==> config.mk <==
export PLATFORM = sky130hd
export DESIGN_NAME = pool_stage
export DESIGN_NICKNAME = d
export VERILOG_FILES = /design/src/rtl/pool_stage_pkg.sv /design/src/rtl/pool_linebuf.sv /design/src/rtl/pool_stage.sv
export SDC_FILE = /design/constraint.sdc
export NUM_CORES = 1
export LEC_CHECK = 0
export BUFFER_PORTS_ARGS = -buffer_cell sky130_fd_sc_hd__buf_4
export CORE_UTILIZATION = 60
export DETAILED_ROUTE_END_ITERATION = 12
export GPL_ROUTABILITY_DRIVEN = 0
export HOLD_SLACK_MARGIN = 0.03
export PLACE_DENSITY = 0.86
export SLEW_MARGIN = 20
export SYNTH_ARGS = -nofsm -noshare
export SYNTH_HDL_FRONTEND = slang
export SYNTH_SLANG_ARGS = --single-unit
export TNS_END_PERCENT = 10
==> constraint.sdc <==
create_clock -name clk -period 9.1 [get_ports clk]
set_clock_uncertainty 0.1 [all_clocks]
set_input_delay 1.365 -clock clk [delete_from_list [all_inputs] [get_ports clk]]
set_output_delay 1.365 -clock clk [all_outputs]
set_load 0.05 [all_outputs]
==> src/rtl/pool_stage_pkg.sv <==
// rtl/pool_stage_pkg.sv - shared defaults and signed max helper for the conv/pool datapath
package pool_stage_pkg;

    localparam int POOL_DATA_W   = 32;
    localparam int POOL_IN_SIZE  = 28;
    localparam int POOL_NUM_MAPS = 6;

    // Fixed output field widths of the pooled-pixel tag
    localparam int MAP_W = 3;
    localparam int POS_W = 4;

    // Widest datapath the max helper supports; narrower callers sign-extend in and truncate out
    localparam int MAX_W = 64;

    // Signed two's-complement max; on a tie either operand is the same value
    function automatic logic signed [MAX_W-1:0] smax(
        input logic signed [MAX_W-1:0] a,
        input logic signed [MAX_W-1:0] b
    );
        return (a >= b) ? a : b;
    endfunction

endpackage

==> src/rtl/pool_linebuf.sv <==
// rtl/pool_linebuf.sv - half-row store of horizontal maxima from the even row of each window pair
module pool_linebuf #(
    parameter int DATA_W = 32,
    parameter int DEPTH  = 14,
    parameter int AW     = 4
) (
    input  logic                     clk,
    input  logic                     wr_en,
    input  logic [AW-1:0]            wr_addr,
    input  logic signed [DATA_W-1:0] wr_data,
    input  logic [AW-1:0]            rd_addr,
    output logic signed [DATA_W-1:0] rd_data
);

    // No reset on storage so it can map onto a small RAM
    logic signed [DATA_W-1:0] mem [DEPTH];

    // Single write port, written only while the even row of a pair streams in
    always_ff @(posedge clk) begin
        if (wr_en) begin
            mem[wr_addr] <= wr_data;
        end
    end

    // Asynchronous read, used only on odd rows so it never collides with a write
    assign rd_data = mem[rd_addr];

endmodule

==> src/rtl/pool_stage.sv <==
// rtl/pool_stage.sv - streaming ReLU + 2x2 max-pool over raster-ordered conv feature maps
module pool_stage
    import pool_stage_pkg::*;
#(
    parameter int DATA_W   = POOL_DATA_W,
    parameter int IN_SIZE  = POOL_IN_SIZE,
    parameter int NUM_MAPS = POOL_NUM_MAPS,
    parameter int RELU_EN  = 1
) (
    input  logic                     clk,
    input  logic                     rst,
    input  logic                     clear,
    input  logic                     in_valid,
    input  logic signed [DATA_W-1:0] in_data,
    output logic                     out_valid,
    output logic signed [DATA_W-1:0] out_data,
    output logic [MAP_W-1:0]         out_map,
    output logic [POS_W-1:0]         out_row,
    output logic [POS_W-1:0]         out_col,
    output logic                     frame_done
);

    localparam int CW   = $clog2(IN_SIZE);
    localparam int HALF = IN_SIZE / 2;
    localparam int AW   = (HALF > 1) ? $clog2(HALF) : 1;

    logic [CW-1:0]            col;
    logic [CW-1:0]            row;
    logic [MAP_W-1:0]         map;
    logic signed [DATA_W-1:0] pix;
    logic signed [DATA_W-1:0] hold;
    logic signed [DATA_W-1:0] hm;
    logic signed [DATA_W-1:0] lb_rd;
    logic signed [DATA_W-1:0] win_max;
    logic                     last_col;
    logic                     last_row;
    logic                     last_map;
    logic                     beat;
    logic                     lb_we;
    logic [AW-1:0]            lb_addr;

    // ReLU, horizontal max against the held even-column pixel, and vertical max against the line buffer
    always_comb begin
        pix = in_data;
        if (RELU_EN != 0 && in_data[DATA_W-1]) begin
            pix = '0;
        end
        hm      = DATA_W'(smax(MAX_W'(hold), MAX_W'(pix)));
        win_max = DATA_W'(smax(MAX_W'(lb_rd), MAX_W'(hm)));
    end

    // Position decode; clear suppresses the line buffer write of a dropped beat
    always_comb begin
        last_col = (col == CW'(IN_SIZE - 1));
        last_row = (row == CW'(IN_SIZE - 1));
        last_map = (map == MAP_W'(NUM_MAPS - 1));
        beat     = in_valid & ~clear;
        lb_we    = beat & ~row[0] & col[0];
        lb_addr  = AW'(col >> 1);
    end

    pool_linebuf #(
        .DATA_W (DATA_W),
        .DEPTH  (HALF),
        .AW     (AW)
    ) u_linebuf (
        .clk     (clk),
        .wr_en   (lb_we),
        .wr_addr (lb_addr),
        .wr_data (hm),
        .rd_addr (lb_addr),
        .rd_data (lb_rd)
    );

    // Raster counters: col, then row, then map; advance only on accepted beats
    always_ff @(posedge clk or negedge rst) begin
        if (!rst) begin
            col <= '0;
            row <= '0;
            map <= '0;
        end else if (clear) begin
            col <= '0;
            row <= '0;
            map <= '0;
        end else if (in_valid) begin
            if (last_col) begin
                col <= '0;
                if (last_row) begin
                    row <= '0;
                    map <= last_map ? '0 : map + 1'b1;
                end else begin
                    row <= row + 1'b1;
                end
            end else begin
                col <= col + 1'b1;
            end
        end
    end

    // Even-column pixel held for the horizontal compare on the following odd column
    always_ff @(posedge clk or negedge rst) begin
        if (!rst) begin
            hold <= '0;
        end else if (clear) begin
            hold <= '0;
        end else if (in_valid && !col[0]) begin
            hold <= pix;
        end
    end

    // Registered result on the bottom-right pixel of each window; fields hold between strobes
    always_ff @(posedge clk or negedge rst) begin
        if (!rst) begin
            out_valid  <= 1'b0;
            out_data   <= '0;
            out_map    <= '0;
            out_row    <= '0;
            out_col    <= '0;
            frame_done <= 1'b0;
        end else if (clear) begin
            out_valid  <= 1'b0;
            frame_done <= 1'b0;
        end else begin
            out_valid  <= 1'b0;
            frame_done <= 1'b0;
            if (in_valid && row[0] && col[0]) begin
                out_valid  <= 1'b1;
                out_data   <= win_max;
                out_map    <= map;
                out_row    <= POS_W'(row >> 1);
                out_col    <= POS_W'(col >> 1);
                frame_done <= last_col & last_row & last_map;
            end
        end
    end

endmodule

==> impl_metrics.json <==
{
  "status": "finished, final reports clean",
  "place_inst": 1940,
  "synth_area_leader_cell": "edfxtp_1",
  "clock_latency_ns": 0.60,
  "synth.area.top_cells": "edfxtp_1 (57%), mux4_2 (12%), dfrtp_1 (9.7%), ha_1 (3.5%), nand2_1 (2.5%)",
  "p_per_area_nw_per_um2": 198,
  "ys_ff_latch": 522,
  "placementRows": 70,
  "swShare_pct": 22.1,
  "synth_cell_types": 54,
  "core-area_um2": 37000,
  "grt_max_degree": 87,
  "final_cell_area_um2": 25500,
  "final.setup.tns_ns": 0,
  "drv_slew": 0,
  "peakVddDrop_uv": 152,
  "h-tree-depth": 2,
  "power_switching_mw": 1.12,
  "ys_seq_area_share_pct": 67.0,
  "cts_hold_buf": 0,
  "drc_errors": 0,
  "rr_worst_depth": 15,
  "worst-path-max-fanout": 31,
  "grt_overflow": 0,
  "max_stage_delay_ns": 0.75,
  "combPwrFrac_pct": 6.8,
  "endpoint_kind": "register",
  "synth-edff-count": 434,
  "yosys.area.top_type_share_pct": 57.3,
  "via_per_inst": 6.85,
  "setup_viol": 0,
  "layoutNonFillerInstCount": 2035,
  "critPathKind": "input pin to register",
  "hp-class": "register to register",
  "clockBufferDepth": 3,
  "grt_pass1_vias": 13967,
  "relSlewSlack_pct": 21.8,
  "post_cts_buffers": 0,
  "io_buffer_count": 79,
  "placed_cell_area_um2": 23800,
  "grt_usage_pct": 30.5,
  "holdPathStages": 2,
  "drt_first_iter_violations": 1733,
  "wl_per_cell_um": 28.2,
  "nets": 1588,
  "power_frac_seq_pct": 52.3,
  "synthesis.nets": 1517,
  "rsz0062_at_grt": "no",
  "antenna_found_initial": 0,
  "leakagePower_nw": 9.13,
  "power_frac_clock_pct": 40.9,
  "cts_sinks": 522,
  "hold_violations": 0,
  "dr.pass1.iters": 6,
  "drive_gt1_share_pct": 24.2,
  "grt_pass1_wl_mm": 85.8,
  "max_slew.worst_pin.slew_ns": 1.17,
  "cts_buffers": 50,
  "fin_crit_ns": 7.01,
  "internal-power_mw": 3.93,
  "clk_root_buffer_cell": "clkbuf_16",
  "ioPinCount": 81,
  "dp_hpwl_mm": 31.4,
  "dieArea_um2": 38700,
  "syn_area_um2": 22700,
  "via_count": 13932,
  "cap_violations": 0,
  "die_height_um": 197,
  "drtAntennaViolNets": 0,
  "yosysWarnings": 0,
  "finalCritPeriodShare_pct": 77.1,
  "cp_cell_sequence": "buf_4 > nand2b_1 > ha_1 > nand3_1 > or3_1 > nor2_1 > nand2_1 > nand3_1 > mux2_2 > ha_1 > nand2b_1 > a2111oi_0 > or4_1 > a311oi_1 > nor3_4 > buf_4 > a221o_1",
  "required_ns": 9.47,
  "synthCells": 1417,
  "initial_core_util_pct": 61.5,
  "routed_wl_mm": 57.4,
  "timing.rr.start": "hold[30]",
  "reg2reg_to": "out_data[0]",
  "cts_resized": 0,
  "cp-start-kind": "input pin",
  "critical_path_arrival_ns": 7.38,
  "hold_end": "out_map[2]",
  "min_from": "out_map[2]",
  "path_clk_slew_ns": 0.06,
  "die_x_um": 197,
  "area_growth_pct": 12.0,
  "yosys_most_used_dff": "edfxtp_1",
  "synthesis.area_per_instance_um2": 16.0,
  "async_reset_ff_share_pct": 16.9,
  "slowest_stage": "nand2_1",
  "rrSetupSlack_ns": 2.86,
  "cts_tree": "yes",
  "clock.fmax_mhz": 143
}
## logic make-up (layout without fill, tap and decap cells)
logic type,count (synthesis),count (layout),synth area share (%)
AOI/OAI and AO/OA,189,189,5.54
and+or+nand+nor,327,327,6.66
buffers and inverters,155,268,3.26
adders and majority gates,64,64,3.52
muxes,158,158,13.9
DFF,522,522,67.0
other,1,2,0.0165
xor gates and xnor gates,1,1,0.0385
## layer usage
layer,wire length [um],share of wire [%],vias up,global-route usage (%)
li1,-,-,5671,-
met3,6380,11,233,6.11
met1,20700,36,6945,41.0
met4,3230,5.6,0,16.3
met5,0,0,-,0
met2,27000,47,1083,47.6
## cell usage in the layout, fill, tap and decap left out, types with 4 or more instances in the layout
cell type,count
nor3b_1,4
a21oi_1,33
nor3_2,4
mux2i_1,4
nor3_1,7
nand3_1,9
mux2_2,9
o21ai_1,34
mux2_1,22
nand4_1,7
clkinv_1,6
nand2_1,153
a31oi_1,30
inv_2,32
inv_1,35
nand2b_1,35
clkbuf_16,54
buf_4,106
nor4_1,31
or3_1,4
edfxtp_1,434
dfrtp_1,84
ha_1,64
clkbuf_1,13
o41ai_1,30
nor2_4,10
clkinv_2,11
a21o_1,33
nor2_1,47
mux4_2,121
## synth_stat cells (3+ instances only)
master,instances
edfxtp_1,434
nand2_1,153
mux4_2,121
dfrtp_1,88
ha_1,64
nor2_1,58
clkbuf_1,47
inv_1,35
nand2b_1,35
o21ai_1,35
a21oi_1,34
a21o_1,33
inv_2,32
nor4_1,31
a31oi_1,30
o41ai_1,30
mux2_1,22
buf_2,21
nor3_1,12
nand3_1,10
mux2_2,9
nand4_1,7
buf_1,6
buf_12,4
buf_4,4
buf_6,4
mux2i_1,4
nor3b_1,4
o21a_1,4
o21ai_0,4
or3_1,4
a2111oi_0,3
a41oi_1,3
nor2b_1,3
## how the worst max path moves through the flow
stage,from,to,depth (start not counted)
after CTS,in_data[31],out_data[0],17
after floorplan,in_data[31],out_data[10],17
after global routing,in_data[31],out_data[0],17
final,in_data[31],out_data[0],17
after global placement,in_data[31],out_data[0],17
after detailed placement,in_data[31],out_data[0],17
## power by group through the flow
stage                     registers, mW  logic (mW)  clock network [mW]
after floorplan                    2.68       0.239                   0
after global placement             2.69       0.311                   0
after detailed placement           2.69       0.328                   0
after CTS                          2.64       0.336                2.08
after global routing               2.64       0.367                2.16
final                              2.64       0.344                2.07
## worst max-delay path: cells and delay by family
family / cells / cell delay [ns]
compound gates: 3 / 1.18
fa+ha+maj: 2 / 0.65
buf+inv: 2 / 0.50
mux: 1 / 0.50
simple gates: 9 / 3.18
## metrics by stage
step	util, %	hold slack (ns)	power, mW	worst slack [ns]
final	68.9	0.376	5.05	2.09
after global routing	68.9	0.399	5.17	2.02
after CTS	68.9	0.380	5.06	2.21
after detailed placement	64.4	0.364	3.02	1.73
after global placement	64.4	0.360	3.00	2.02
after floorplan	-	0.354	2.92	3.82
## registers in the layout, indices dropped and copies added (netlist names)
name / cells
out_map: 3
out_valid: 1
out_data: 31
u_linebuf.mem: 434
col: 5
row: 5
frame_done: 1
map: 3
hold: 31
out_row: 4
out_col: 4
## final cells by class
cell class                 instances  area [um2]
multi-input combinational        740        6880
timing repair buffer             107         816
clock inverter                    24         200
antenna                            1        2.50
inverter                          67         251
clock buffer                      70        1440
sequential                       522       15200
fill                            2281       11500
tap                              504         631
Note: power is estimated with default switching activity, not from simulation.
